`config.mk`:
```
export PLATFORM = sky130hd
export DESIGN_NAME = sm_fv_pingpong_bank
export DESIGN_NICKNAME = d
export VERILOG_FILES = /design/src/rtl/sm_fv_pingpong_bank_pkg.sv /design/src/rtl/sm_fv_rd_burst.sv /design/src/rtl/sm_fv_pingpong_bank.sv
export SDC_FILE = /design/constraint.sdc
export NUM_CORES = 1
export LEC_CHECK = 0
export CORE_AREA = 2 2 142 144
export CTS_CLUSTER_DIAMETER = 30
export CTS_CLUSTER_SIZE = 25
export DETAILED_ROUTE_END_ITERATION = 8
export DIE_AREA = 0 0 144 146
export HOLD_SLACK_MARGIN = 0.06
export PLACE_DENSITY = 0.64
export REMOVE_ABC_BUFFERS = 1
export SYNTH_ARGS = -nofsm -noshare
export SYNTH_HDL_FRONTEND = slang
export SYNTH_HIERARCHICAL = 1
export SYNTH_SLANG_ARGS = --single-unit
```
`constraint.sdc`:
```
create_clock -name clk -period 2.2 [get_ports clk]
set_input_delay 0.44 -clock clk [delete_from_list [all_inputs] [get_ports clk]]
set_output_delay 0.44 -clock clk [all_outputs]
set_load 0.02 [all_outputs]
```
`src/rtl/sm_fv_pingpong_bank_pkg.sv`:
```
// Shared constants and types for the small feature-value ping-pong bank.
// The constants reflect the system feature-value geometry. The typedefs describe
// the stream, the read requests and the read responses at system level.
package sm_fv_pingpong_bank_pkg;

  localparam int FV_DATA_W         = 64;
  localparam int FV_ADDR_W         = 8;
  localparam int FV_BANK_AW        = FV_ADDR_W - 2;
  localparam int FV_LINES_PER_NODE = 8;
  localparam int FV_LN_W           = $clog2(FV_LINES_PER_NODE);
  localparam int FV_NODE_W         = FV_BANK_AW - FV_LN_W;
  localparam int FV_TAG_W          = 2;

  typedef enum logic {F_IDLE, F_FILL}  fill_state_t;
  typedef enum logic {R_IDLE, R_BURST} rd_state_t;

  // One word of the stream arriving from the big FV bank controller
  typedef struct packed {
    logic                 sos;
    logic                 eos;
    logic [FV_DATA_W-1:0] fv_data;
    logic [FV_ADDR_W-1:0] a;
  } fv_stream_t;

  // Request from a vertex PE. A lines value of 0 requests a whole node.
  typedef struct packed {
    logic [FV_NODE_W-1:0] node;
    logic [FV_LN_W:0]     lines;
    logic [FV_TAG_W-1:0]  tag;
  } fv_rd_req_t;

  // One line of a read burst
  typedef struct packed {
    logic                 sos;
    logic                 eos;
    logic [FV_DATA_W-1:0] data;
    logic [FV_TAG_W-1:0]  tag;
  } fv_rd_rsp_t;

endpackage

```
`src/rtl/sm_fv_rd_burst.sv`:
```
// Read-side burst engine: accepts one request at a time, issues one SRAM read
// per cycle starting in the accept cycle, and delays the per-line flags by one
// cycle so they line up with the SRAM read data.
module sm_fv_rd_burst
  import sm_fv_pingpong_bank_pkg::*;
#(
  parameter int BANK_AW        = FV_BANK_AW,
  parameter int NODE_W         = FV_NODE_W,
  parameter int LN_W           = FV_LN_W,
  parameter int TAG_W          = FV_TAG_W,
  parameter int LINES_PER_NODE = FV_LINES_PER_NODE
) (
  input  logic               clk,
  input  logic               reset,
  input  logic               i_req_valid,
  input  logic               i_bank_full,
  input  logic [NODE_W-1:0]  i_req_node,
  input  logic [LN_W:0]      i_req_lines,
  input  logic [TAG_W-1:0]   i_req_tag,
  input  logic               i_read_sel,
  output logic               o_req_ready,
  output logic               o_issue,
  output logic [BANK_AW-1:0] o_issue_addr,
  output logic               o_idle,
  output logic               o_multi_accept,
  output logic               o_burst_last,
  output logic               o_out_valid,
  output logic               o_out_sos,
  output logic               o_out_eos,
  output logic [TAG_W-1:0]   o_out_tag,
  output logic               o_out_bank
);

  localparam logic [LN_W:0]      ONE_L    = 1;
  localparam logic [BANK_AW-1:0] ONE_A    = 1;
  localparam logic [LN_W:0]      FULL_LEN = (LN_W+1)'(LINES_PER_NODE);

  rd_state_t          r_state, w_state_next;
  logic [BANK_AW-1:0] r_addr, w_addr_next;
  logic [LN_W:0]      r_remain, w_remain_next;
  logic [TAG_W-1:0]   r_tag, w_tag_next;

  logic               w_accept;
  logic [LN_W:0]      w_len;
  logic [BANK_AW-1:0] w_base;
  logic               w_issue_sos, w_issue_eos;
  logic [TAG_W-1:0]   w_issue_tag;

  logic               r_out_valid, r_out_sos, r_out_eos, r_out_bank;
  logic [TAG_W-1:0]   r_out_tag;

  assign o_req_ready = (r_state == R_IDLE) & i_bank_full;
  assign o_idle      = (r_state == R_IDLE);
  assign w_accept    = i_req_valid & o_req_ready;
  assign w_len       = (i_req_lines == '0) ? FULL_LEN : i_req_lines;
  assign w_base      = {i_req_node, {LN_W{1'b0}}};

  // Next-state, issue address and per-line flags of the burst
  always_comb begin
    w_state_next   = r_state;
    w_addr_next    = r_addr;
    w_remain_next  = r_remain;
    w_tag_next     = r_tag;
    o_issue        = 1'b0;
    o_issue_addr   = r_addr;
    w_issue_sos    = 1'b0;
    w_issue_eos    = 1'b0;
    w_issue_tag    = r_tag;
    o_multi_accept = 1'b0;
    o_burst_last   = 1'b0;
    case (r_state)
      R_IDLE: begin
        if (w_accept) begin
          // Line 0 goes out in the accept cycle itself
          o_issue      = 1'b1;
          o_issue_addr = w_base;
          w_issue_sos  = 1'b1;
          w_issue_tag  = i_req_tag;
          w_tag_next   = i_req_tag;
          if (w_len == ONE_L) begin
            w_issue_eos = 1'b1;
          end else begin
            o_multi_accept = 1'b1;
            w_state_next   = R_BURST;
            w_addr_next    = w_base + ONE_A;
            w_remain_next  = w_len - ONE_L;
          end
        end
      end
      R_BURST: begin
        o_issue       = 1'b1;
        w_addr_next   = r_addr + ONE_A;
        w_remain_next = r_remain - ONE_L;
        if (r_remain == ONE_L) begin
          w_issue_eos  = 1'b1;
          o_burst_last = 1'b1;
          w_state_next = R_IDLE;
        end
      end
      default: w_state_next = R_IDLE;
    endcase
  end

  // Burst state registers
  always_ff @(posedge clk or negedge reset) begin
    if (!reset) begin
      r_state  <= R_IDLE;
      r_addr   <= '0;
      r_remain <= '0;
      r_tag    <= '0;
    end else begin
      r_state  <= w_state_next;
      r_addr   <= w_addr_next;
      r_remain <= w_remain_next;
      r_tag    <= w_tag_next;
    end
  end

  // One-cycle delay of the issue flags to match the SRAM read latency
  always_ff @(posedge clk or negedge reset) begin
    if (!reset) begin
      r_out_valid <= 1'b0;
      r_out_sos   <= 1'b0;
      r_out_eos   <= 1'b0;
      r_out_tag   <= '0;
      r_out_bank  <= 1'b0;
    end else begin
      r_out_valid <= o_issue;
      r_out_sos   <= w_issue_sos;
      r_out_eos   <= w_issue_eos;
      r_out_tag   <= o_issue ? w_issue_tag : '0;
      r_out_bank  <= i_read_sel;
    end
  end

  assign o_out_valid = r_out_valid;
  assign o_out_sos   = r_out_sos;
  assign o_out_eos   = r_out_eos;
  assign o_out_tag   = r_out_tag;
  assign o_out_bank  = r_out_bank;

endmodule

```
`src/rtl/sm_fv_pingpong_bank.sv`:
```
// Ping-pong pair of small FV banks. Streamed iterations are captured into the
// fill bank, while vertex PEs read bursts from the other, full bank. Fill only
// touches non-full banks and reads only touch full banks, so the two sides
// never share a single-port bank in the same cycle.
module sm_fv_pingpong_bank
  import sm_fv_pingpong_bank_pkg::*;
#(
  parameter int DATA_W         = FV_DATA_W,
  parameter int ADDR_W         = FV_ADDR_W,
  parameter int BANK_AW        = FV_BANK_AW,
  parameter int LINES_PER_NODE = FV_LINES_PER_NODE,
  parameter int NODE_W         = FV_NODE_W,
  parameter int TAG_W          = FV_TAG_W
) (
  input  logic                              clk,
  input  logic                              reset,
  input  logic                              stream_sos,
  input  logic                              stream_eos,
  input  logic [DATA_W-1:0]                 stream_data,
  input  logic [ADDR_W-1:0]                 stream_addr,
  output logic                              fill_ready,
  input  logic                              rd_req_valid,
  output logic                              rd_req_ready,
  input  logic [NODE_W-1:0]                 rd_req_node,
  input  logic [$clog2(LINES_PER_NODE):0]   rd_req_lines,
  input  logic [TAG_W-1:0]                  rd_req_tag,
  input  logic                              rd_release,
  output logic                              rd_out_valid,
  output logic                              rd_out_sos,
  output logic                              rd_out_eos,
  output logic [DATA_W-1:0]                 rd_out_data,
  output logic [TAG_W-1:0]                  rd_out_tag,
  output logic [1:0]                        sram_cen,
  output logic [1:0]                        sram_wen,
  output logic [BANK_AW-1:0]                sram_addr0,
  output logic [BANK_AW-1:0]                sram_addr1,
  output logic [DATA_W-1:0]                 sram_wdata,
  input  logic [DATA_W-1:0]                 sram_rdata0,
  input  logic [DATA_W-1:0]                 sram_rdata1,
  output logic                              overflow_err
);

  localparam int LN_W = $clog2(LINES_PER_NODE);

  fill_state_t        r_fstate, w_fstate_next;
  logic [1:0]         r_full, w_full_next;
  logic               r_fill_sel, r_read_sel;
  logic               r_pend_rel, r_overflow_err;

  logic               w_fill_wr, w_fill_done, w_fill_ovf;
  logic [BANK_AW-1:0] w_fill_addr;
  logic               w_unused_addr;

  logic               w_rd_issue, w_rd_idle, w_rd_multi, w_rd_last;
  logic [BANK_AW-1:0] w_rd_addr;
  logic               w_out_bank;
  logic               w_rel_now, w_pend_set;
  logic [BANK_AW-1:0] w_bank_addr [2];

  // Only the in-bank line address is used; the upper stream bits select the big bank
  assign w_fill_addr   = stream_addr[BANK_AW-1:0];
  assign w_unused_addr = ^stream_addr[ADDR_W-1:BANK_AW];

  // Fill FSM: decides whether this stream word is written and when a bank completes
  always_comb begin
    w_fstate_next = r_fstate;
    w_fill_wr     = 1'b0;
    w_fill_done   = 1'b0;
    w_fill_ovf    = 1'b0;
    case (r_fstate)
      F_IDLE: begin
        // Words without sos are ignored, which also drops the tail of a refused stream
        if (stream_sos) begin
          if (!r_full[r_fill_sel]) begin
            w_fill_wr = 1'b1;
            if (stream_eos) w_fill_done   = 1'b1;
            else            w_fill_stays_note(w_fstate_next);
          end else begin
            w_fill_ovf = 1'b1;
          end
        end
      end
      F_FILL: begin
        // A repeated sos simply restarts into the same bank: nothing to reset
        w_fill_wr = 1'b1;
        if (stream_eos) begin
          w_fill_done   = 1'b1;
          w_fstate_next = F_IDLE;
        end
      end
      default: w_fstate_next = F_IDLE;
    endcase
  end

  // Small helper so the F_IDLE branch reads as "enter fill"
  function automatic void w_fill_stays_note(output fill_state_t st);
    st = F_FILL;
  endfunction

  assign fill_ready = (r_fstate == F_IDLE) & ~r_full[r_fill_sel];

  // Release is immediate when idle, otherwise held until the burst's last issue
  assign w_rel_now  = (rd_release & w_rd_idle & ~w_rd_multi & r_full[r_read_sel])
                    | (w_rd_last & (r_pend_rel | rd_release));
  assign w_pend_set = rd_release & ~w_rel_now & (~w_rd_idle | w_rd_multi);

  // Completion and release always concern different banks, so both may apply
  always_comb begin
    w_full_next = r_full;
    if (w_fill_done) w_full_next[r_fill_sel] = 1'b1;
    if (w_rel_now)   w_full_next[r_read_sel] = 1'b0;
  end

  // Bank bookkeeping and fill state
  always_ff @(posedge clk or negedge reset) begin
    if (!reset) begin
      r_fstate       <= F_IDLE;
      r_full         <= 2'b00;
      r_fill_sel     <= 1'b0;
      r_read_sel     <= 1'b0;
      r_pend_rel     <= 1'b0;
      r_overflow_err <= 1'b0;
    end else begin
      r_fstate <= w_fstate_next;
      r_full   <= w_full_next;
      if (w_fill_done) r_fill_sel <= ~r_fill_sel;
      if (w_rel_now)   r_read_sel <= ~r_read_sel;
      if (w_rel_now)       r_pend_rel <= 1'b0;
      else if (w_pend_set) r_pend_rel <= 1'b1;
      if (w_fill_ovf) r_overflow_err <= 1'b1;
    end
  end

  assign overflow_err = r_overflow_err;

  sm_fv_rd_burst #(
    .BANK_AW        (BANK_AW),
    .NODE_W         (NODE_W),
    .LN_W           (LN_W),
    .TAG_W          (TAG_W),
    .LINES_PER_NODE (LINES_PER_NODE)
  ) u_rd_burst (
    .clk            (clk),
    .reset          (reset),
    .i_req_valid    (rd_req_valid),
    .i_bank_full    (r_full[r_read_sel]),
    .i_req_node     (rd_req_node),
    .i_req_lines    (rd_req_lines),
    .i_req_tag      (rd_req_tag),
    .i_read_sel     (r_read_sel),
    .o_req_ready    (rd_req_ready),
    .o_issue        (w_rd_issue),
    .o_issue_addr   (w_rd_addr),
    .o_idle         (w_rd_idle),
    .o_multi_accept (w_rd_multi),
    .o_burst_last   (w_rd_last),
    .o_out_valid    (rd_out_valid),
    .o_out_sos      (rd_out_sos),
    .o_out_eos      (rd_out_eos),
    .o_out_tag      (rd_out_tag),
    .o_out_bank     (w_out_bank)
  );

  // Per-bank SRAM controls: fill side writes, read side reads, never the same bank
  for (genvar gi = 0; gi < 2; gi++) begin : g_bank
    localparam logic BANK_ID = (gi == 1);
    logic w_fill_hit, w_read_hit;
    assign w_fill_hit      = w_fill_wr  & (r_fill_sel == BANK_ID);
    assign w_read_hit      = w_rd_issue & (r_read_sel == BANK_ID);
    assign sram_cen[gi]    = ~(w_fill_hit | w_read_hit);
    assign sram_wen[gi]    = ~w_fill_hit;
    assign w_bank_addr[gi] = w_fill_hit ? w_fill_addr : (w_read_hit ? w_rd_addr : '0);
  end

  assign sram_addr0  = w_bank_addr[0];
  assign sram_addr1  = w_bank_addr[1];
  assign sram_wdata  = w_fill_wr ? stream_data : '0;
  assign rd_out_data = rd_out_valid ? (w_out_bank ? sram_rdata1 : sram_rdata0) : '0;

endmodule
```
==> impl_metrics.env, run 1 <==
export IMPL_outcome="finished, violations left"
export IMPL_violations="negative setup slack"
export IMPL_synth_edff_count=0
export IMPL_cp_start_kind="flop"
export IMPL_power_density_nw_per_um2=1210
export IMPL_crit_end="sram_addr1[5]"
export IMPL_r2r_start="r_read_sel"
export IMPL_place_area_um2=7740
export IMPL_grt_pass1_vias=4387
export IMPL_intPower_mw=5.37
export IMPL_grt_max_degree=66
export IMPL_dp_hpwl_um=15300
export IMPL_antenna_found_initial=1
export IMPL_post_route_util=0.433
export IMPL_layout_drive_gt1_share=0.305
export IMPL_leakagePower_nw=3.99
export IMPL_worst_path_buf_inv=3
export IMPL_crit_start="r_read_sel"
export IMPL_cp_required_ns=1.76
export IMPL_cp_cell_sequence="mux2_4 -> nor2b_4 -> nand2_4 -> buf_4 -> buf_6 -> nand2_2 -> nand2_2 -> nand3_1 -> mux2i_1 -> buf_4"
export IMPL_power_switching_mw=4.78
export IMPL_final_nets=1018
export IMPL_fin_skew_ns=0.00620
export IMPL_cp_depth=10
export IMPL_rrSetupSlack_ns=0.12
export IMPL_fin_crit_sh=1.09
export IMPL_num_rows=51
export IMPL_design_area_um2=8380
export IMPL_period_minus_slack_ns=2.40
export IMPL_synth_cell_types=49
export IMPL_ys_seq_elements=26
export IMPL_grt_pass1_wl_um=26400
export IMPL_io_pins=367
export IMPL_synth_area_leader_cell="mux2i_1"
export IMPL_cts_tree="yes"
export IMPL_register_area_um2=654
export IMPL_critPathKind="flop to primary output"
export IMPL_ys_seq_area_frac=0.183
export IMPL_grt_overflow=0
export IMPL_cp_slowest_cell="dfrtp_1"
export IMPL_syn_cell_area_um2=3560
export IMPL_seqPwrFrac=0.091
export IMPL_clk_latency_ns=0.27
export IMPL_viasPerCell=4.06
export IMPL_synth_top_cell_area_share=0.219
export IMPL_clock_power_share=0.053
export IMPL_layout_commonest_cell="clkdlybuf4s50_1"
export IMPL_root_buffer="clkbuf_16"
export IMPL_finalSetupViolations=47
export IMPL_initial_core_util=0.184
export IMPL_hold_viol_final=0
export IMPL_synth_area_leaders="mux2i_1, dfrtp_1, nor2b_4"
export IMPL_ant_nets=0
export IMPL_multi_input_area_um2=2930
export IMPL_netlist_instances=393
export IMPL_drv_cap=0
export IMPL_area_growth_pct=135
export IMPL_rsz0062_at_grt="yes"
export IMPL_port_buffers=364
export IMPL_avgRoutedWirePerCell_um=17.7
export IMPL_numCtsBuffers=3
export IMPL_vdd_ir_drop_max_mv=0.543
export IMPL_cts_sinks=26
export IMPL_die_y_um=146
export IMPL_clock_fmax_ghz=0.417
export IMPL_hold_class="flop to flop"
export IMPL_cp_end_kind="primary output"
export IMPL_async_reset_ff_frac=1.00
export IMPL_reg2regPathDepth=12
export IMPL_max_slew_margin=0.766
export IMPL_route_detailed_drc=0
export IMPL_timing_rr_end="u_rd_burst/r_addr[4]"
export IMPL_p_comb_frac=0.857
export IMPL_grt_usage=0.163
export IMPL_die_x_um=144
export IMPL_finalMaxSlewViolations=0
export IMPL_cp_max_fo=4
export IMPL_routed_wirelength_um=18800
export IMPL_clk_pin_slew_ns=0.07
export IMPL_first_pass_iters=4
export IMPL_clockBufferDepth=2
export IMPL_slowest_delay_ns=0.40
export IMPL_vias=4321
export IMPL_dieArea_um2=21000
export IMPL_final_cell_mix="clkdlybuf4s50_1, mux2i_1, buf_6"
export IMPL_core_area_um2=19300
export IMPL_p_total_mw=10.2
export IMPL_gp_congestion=0.857
export IMPL_p_sw_frac=0.471
export IMPL_path_delay_family="multiplexers"
export IMPL_cts_hold_buf=0
export IMPL_final_fill_count=1947
export IMPL_h_tree_depth=1
export IMPL_yosysWarnings=6
export IMPL_drt_iter0_markers=75
export IMPL_avgSynthCellArea_um2=9.06
export IMPL_ys_flop_type="dfrtp_1"
export IMPL_fin_ws_ns=-0.200
export IMPL_cp_arrival_ns=1.96
export IMPL_worst_pin_slew_ns=0.351
-- logic make-up after synthesis --
| kind of cell | count (synthesis) | synth area share |
|---|---|---|
| AO/OA/AOI/OAI | 40 | 0.0790 |
| XOR/XNOR | 6 | 0.0148 |
| adder cells (fa/ha/maj) | 5 | 0.0176 |
| buffers and inverters | 42 | 0.0752 |
| flip-flops | 26 | 0.183 |
| multiplexers | 80 | 0.227 |
| AND/OR/NAND/NOR | 194 | 0.404 |
-- cell type report --
type / instances / share of cell area
inverters: 16 / 0.00926
clock buffers: 3 / 0.00896
multi-input cells: 327 / 0.350
well taps: 265 / 0.0396
flip-flops and latches: 26 / 0.0781
clock inverters: 1 / 0.00358
diodes: 1 / 0.000299
repair buffers: 424 / 0.510
-- per-layer routing --
metal	track usage	vias to the layer above	share of wire
li1	-	2120	-
met5	0	-	0
met4	0.0201	0	0.0090
met3	0.0296	15	0.069
met2	0.308	172	0.53
met1	0.194	2014	0.39
-- repair_timing --
item | CTS | global route
buffers inserted | 10 | 7
cloned | 3 | 0
gates resized for setup | 544 | 74
endpoints found under the setup margin | 144 | 84
pin swaps | 6 | 8
-- sequential cells by signal, indices dropped and copies added, names as in the netlist --
| signal | cells |
|---|---|
| u_rd_burst/o_out_sos | 1 |
| overflow_err | 1 |
| u_rd_burst/o_out_bank | 1 |
| u_rd_burst/o_out_valid | 1 |
| r_fill_sel | 1 |
| u_rd_burst/r_remain | 4 |
| r_read_sel | 1 |
| u_rd_burst/r_addr | 6 |
| r_pend_rel | 1 |
| u_rd_burst/r_state | 1 |
| u_rd_burst/r_tag | 2 |
| u_rd_burst/o_out_eos | 1 |
| u_rd_burst/o_out_tag | 2 |
| r_fstate | 1 |
| r_full | 2 |
-- power groups by stage --
stage               combinational, mW  clock, mW  sequential (mW)
global placement                 8.03          0            0.902
detailed placement               8.05          0            0.906
floorplan                        3.95          0             1.21
CTS                              8.39      0.543            0.913
finish                           8.70      0.535            0.920
global route                     9.24      0.568            0.955
-- Yosys cell counts, types with 6 or more instances --
cell type   n
nor2b_1    81
nor2_1      7
clkbuf_1    9
nand3_1     9
nor2b_2    14
inv_1      12
mux2i_1    78
nand2_1    33
nor2b_4    37
buf_2      10
dfrtp_1    26
a21oi_1     6
-- worst min-delay path by stage --
| stage | start | endpoint | slack (ns) | cells after the start |
|---|---|---|---|---|
| 2_1_floorplan | reset | overflow_err | 0.14 | 0 |
| 3_3_place_gp | u_rd_burst/r_tag[0] | u_rd_burst/r_tag[0] | 0.46 | 2 |
| 3_5_place_dp | u_rd_burst/r_tag[0] | u_rd_burst/r_tag[0] | 0.47 | 2 |
| 4_1_cts | u_rd_burst/r_tag[0] | u_rd_burst/r_tag[0] | 0.49 | 2 |
| 5_1_grt | u_rd_burst/r_tag[1] | u_rd_burst/r_tag[1] | 0.53 | 2 |
| 6_report | u_rd_burst/r_tag[0] | u_rd_burst/r_tag[0] | 0.49 | 2 |
-- worst reg2reg max path, cell delays in order, from the launching register on --
cell,delay (ns)
dfrtp_1,0.40
mux2_4,0.31
nor2b_4,0.14
nand2_4,0.07
buf_6,0.12
clkinv_8,0.08
buf_4,0.15
buf_4,0.15
nand2_8,0.08
inv_6,0.03
buf_4,0.15
a22oi_1,0.19
o21ai_1,0.08
-- metrics by stage --
stage,setup TNS [ns],instances,hold WS [ns],setup slack (ns)
4_1_cts,-3.99,1058,0.491,-0.210
5_1_grt,-6.56,1062,0.526,-0.277
3_3_place_gp,-43.46,1041,0.461,-0.664
2_1_floorplan,-71.11,367,0.144,-0.982
3_5_place_dp,-44.27,1041,0.474,-0.673
6_report,-2.87,1063,0.488,-0.200
No activity file was read; power rests on OpenSTA's default activity.
==> run 2, diff against run 1 <==
--- a/config.mk
+++ b/config.mk
@@ -12,7 +12,6 @@
 export DIE_AREA = 0 0 144 146
 export HOLD_SLACK_MARGIN = 0.06
 export PLACE_DENSITY = 0.64
-export REMOVE_ABC_BUFFERS = 1
 export SYNTH_ARGS = -nofsm -noshare
 export SYNTH_HDL_FRONTEND = slang
 export SYNTH_HIERARCHICAL = 1
==> run 2 against run 1 <==
The flow still finishes with violations (negative setup slack); non-clock buffer count down 1; clock-buffer cell count stayed put; global-route usage down 0.62 points; via count is 1.2% lower; fmax up 2.1%; worst hold slack got worse by 0.0051 ns; clock skew is 0.0022 ns lower; sequential share of layout area barely moved; highest routed layer unchanged.
==> impl_metrics.env, run 2 (synthesized netlist as in run 1, its figures left out) <==
export IMPL_outcome="finished, violations left"
export IMPL_violations="negative setup slack"
export IMPL_die_y_um=146
export IMPL_drt_iter0_markers=86
export IMPL_met2_usage=0.300
export IMPL_power_switching_mw=4.81
export IMPL_leakagePower_nw=3.90
export IMPL_cts_sinks=26
export IMPL_fin_skew_ns=0.00397
export IMPL_numCtsBuffers=3
export IMPL_layout_commonest_cell="clkdlybuf4s50_1"
export IMPL_hold_viol_final=0
export IMPL_clock_fmax_ghz=0.426
export IMPL_syn_nets=613
export IMPL_fin_hold_ws_ns=0.483
export IMPL_route_detailed_drc=0
export IMPL_antenna_found_initial=3
export IMPL_vdd_ir_drop_max_mv=1.09
export IMPL_cp_start_kind="flop"
export IMPL_fin_ws_ns=-0.150
export IMPL_num_rows=51
export IMPL_pre_cts_ws_ns=-0.673
export IMPL_worst_pin_slew_ns=0.352
export IMPL_finalMaxSlewViolations=0
export IMPL_largest_reg_flops=6
export IMPL_top_regs="u_rd_burst/r_addr x6, u_rd_burst/r_remain x4"
export IMPL_port_buffers=364
export IMPL_clk_pin_slew_ns=0.07
export IMPL_clockBufferDepth=2
export IMPL_area_growth_pct=137
export IMPL_gp_congestion=0.829
export IMPL_globalRouteMet3Util=0.0424
export IMPL_critPathKind="flop to primary output"
export IMPL_slowest_delay_ns=0.39
export IMPL_grt_max_degree=66
export IMPL_design_area_um2=8430
export IMPL_cp_end_kind="primary output"
export IMPL_vias=4268
export IMPL_cts_tree="yes"
export IMPL_clock_power_share=0.051
export IMPL_finalSetupViolations=37
export IMPL_hold_class="flop to flop"
export IMPL_grt_overflow=0
export IMPL_core_area_um2=19300
export IMPL_root_buffer="clkbuf_16"
export IMPL_place_area_um2=7940
export IMPL_cp_cell_sequence="mux2_4 -> nor2b_4 -> nand2_4 -> buf_12 -> buf_6 -> nand2_2 -> nand2_2 -> nand3_2 -> mux2i_4 -> buf_6"
export IMPL_grt_busiest_layer="met2"
export IMPL_top_register="u_rd_burst/r_addr"
export IMPL_power_density_nw_per_um2=1220
export IMPL_cp_required_ns=1.76
export IMPL_routed_wirelength_um=18100
export IMPL_grt_usage=0.157
export IMPL_avgRoutedWirePerCell_um=17.0
export IMPL_period_minus_slack_ns=2.35
export IMPL_h_tree_depth=1
export IMPL_layout_drive_gt1_share=0.324
export IMPL_io_pins=367
export IMPL_p_comb_frac=0.859
export IMPL_fin_crit_sh=1.07
export IMPL_drv_cap=0
export IMPL_p_sw_frac=0.469
export IMPL_cp_slowest_cell="dfrtp_1"
export IMPL_ant_nets=0
export IMPL_grt_pass1_wl_um=25700
export IMPL_initial_core_util=0.184
export IMPL_cp_max_fo=6
export IMPL_max_slew_margin=0.765
export IMPL_die_x_um=144
export IMPL_grt_pass1_vias=4254
export IMPL_p_total_mw=10.3
export IMPL_seqPwrFrac=0.090
export IMPL_first_pass_iters=4
export IMPL_final_cell_mix="clkdlybuf4s50_1, buf_6, nor2b_1"
export IMPL_cts_hold_buf=0
export IMPL_viasPerCell=4.01
export IMPL_final_fill_count=1885
export IMPL_dieArea_um2=21000
export IMPL_cp_arrival_ns=1.91
export IMPL_met1_usage=0.172
export IMPL_clk_latency_ns=0.26
export IMPL_rsz0062_at_grt="yes"
export IMPL_final_nets=1018
export IMPL_dp_hpwl_um=15100
export IMPL_intPower_mw=5.45
[run 2: power by group through the flow]
| stage | sequential, mW | clock [mW] | combinational, mW |
|---|---|---|---|
| 2_1_floorplan | 0.892 | 0 | 4.82 |
| 5_1_grt | 0.950 | 0.553 | 9.35 |
| 3_3_place_gp | 0.914 | 0 | 8.33 |
| 6_report | 0.922 | 0.528 | 8.81 |
| 4_1_cts | 0.920 | 0.537 | 8.44 |
| 3_5_place_dp | 0.919 | 0 | 8.34 |
[run 2: final timing paths]
kind | end | start | slack, ns | cells past startpoint
max in group asynchronous | u_rd_burst/o_out_bank | reset | 1.37 | 2
min reg2reg | u_rd_burst/r_tag[1] | u_rd_burst/r_tag[1] | 0.48 | 2
min in group asynchronous | u_rd_burst/o_out_eos | reset | 0.54 | 2
max | sram_addr1[5] | r_read_sel | -0.15 | 10
min | u_rd_burst/r_tag[1] | u_rd_burst/r_tag[1] | 0.48 | 2
max reg2reg | r_full[0] | r_read_sel | 0.28 | 11
[run 2: critical path, delay by kind of cell (launching register included)]
kind / cells / cell delay (ns)
mux: 2 / 0.47
buf+inv: 3 / 0.34
simple gates: 5 / 0.44
flops: 1 / 0.39
[run 2: per-stage QoR]
stage           util  cells  setup TNS (ns)
4_1_cts        0.421   1058           -2.61
5_1_grt        0.436   1063           -5.17
6_report       0.436   1065           -1.99
3_3_place_gp   0.411   1045          -44.05
2_1_floorplan      -    393               0
3_5_place_dp   0.411   1045          -46.03
[run 2: layer usage]
| layer | vias up | wire (um) |
|---|---|---|
| met5 | - | 0 |
| met4 | 0 | 174 |
| met3 | 12 | 1580 |
| met2 | 160 | 9720 |
| met1 | 1975 | 6670 |
| li1 | 2121 | - |
[run 2: repair_timing]
item	4_1_cts	5_1_grt
gates resized for setup	516	86
setup buffers	6	3
cloned	3	2
pin swaps	4	5
setup endpoints to repair	143	87
[run 2: layout make-up]
cell class                      count  area (um2)  area share
Multi-Input combinational cell    328        3050       0.361
Timing Repair Buffer              423        4220       0.500
Sequential cell                    26         654      0.0776
Inverter                           16        70.1     0.00831
Tap cell                          265         332      0.0393
Clock buffer                        3        75.1     0.00890
Antenna cell                        3        7.51    0.000890
Clock inverter                      1        30.0     0.00356
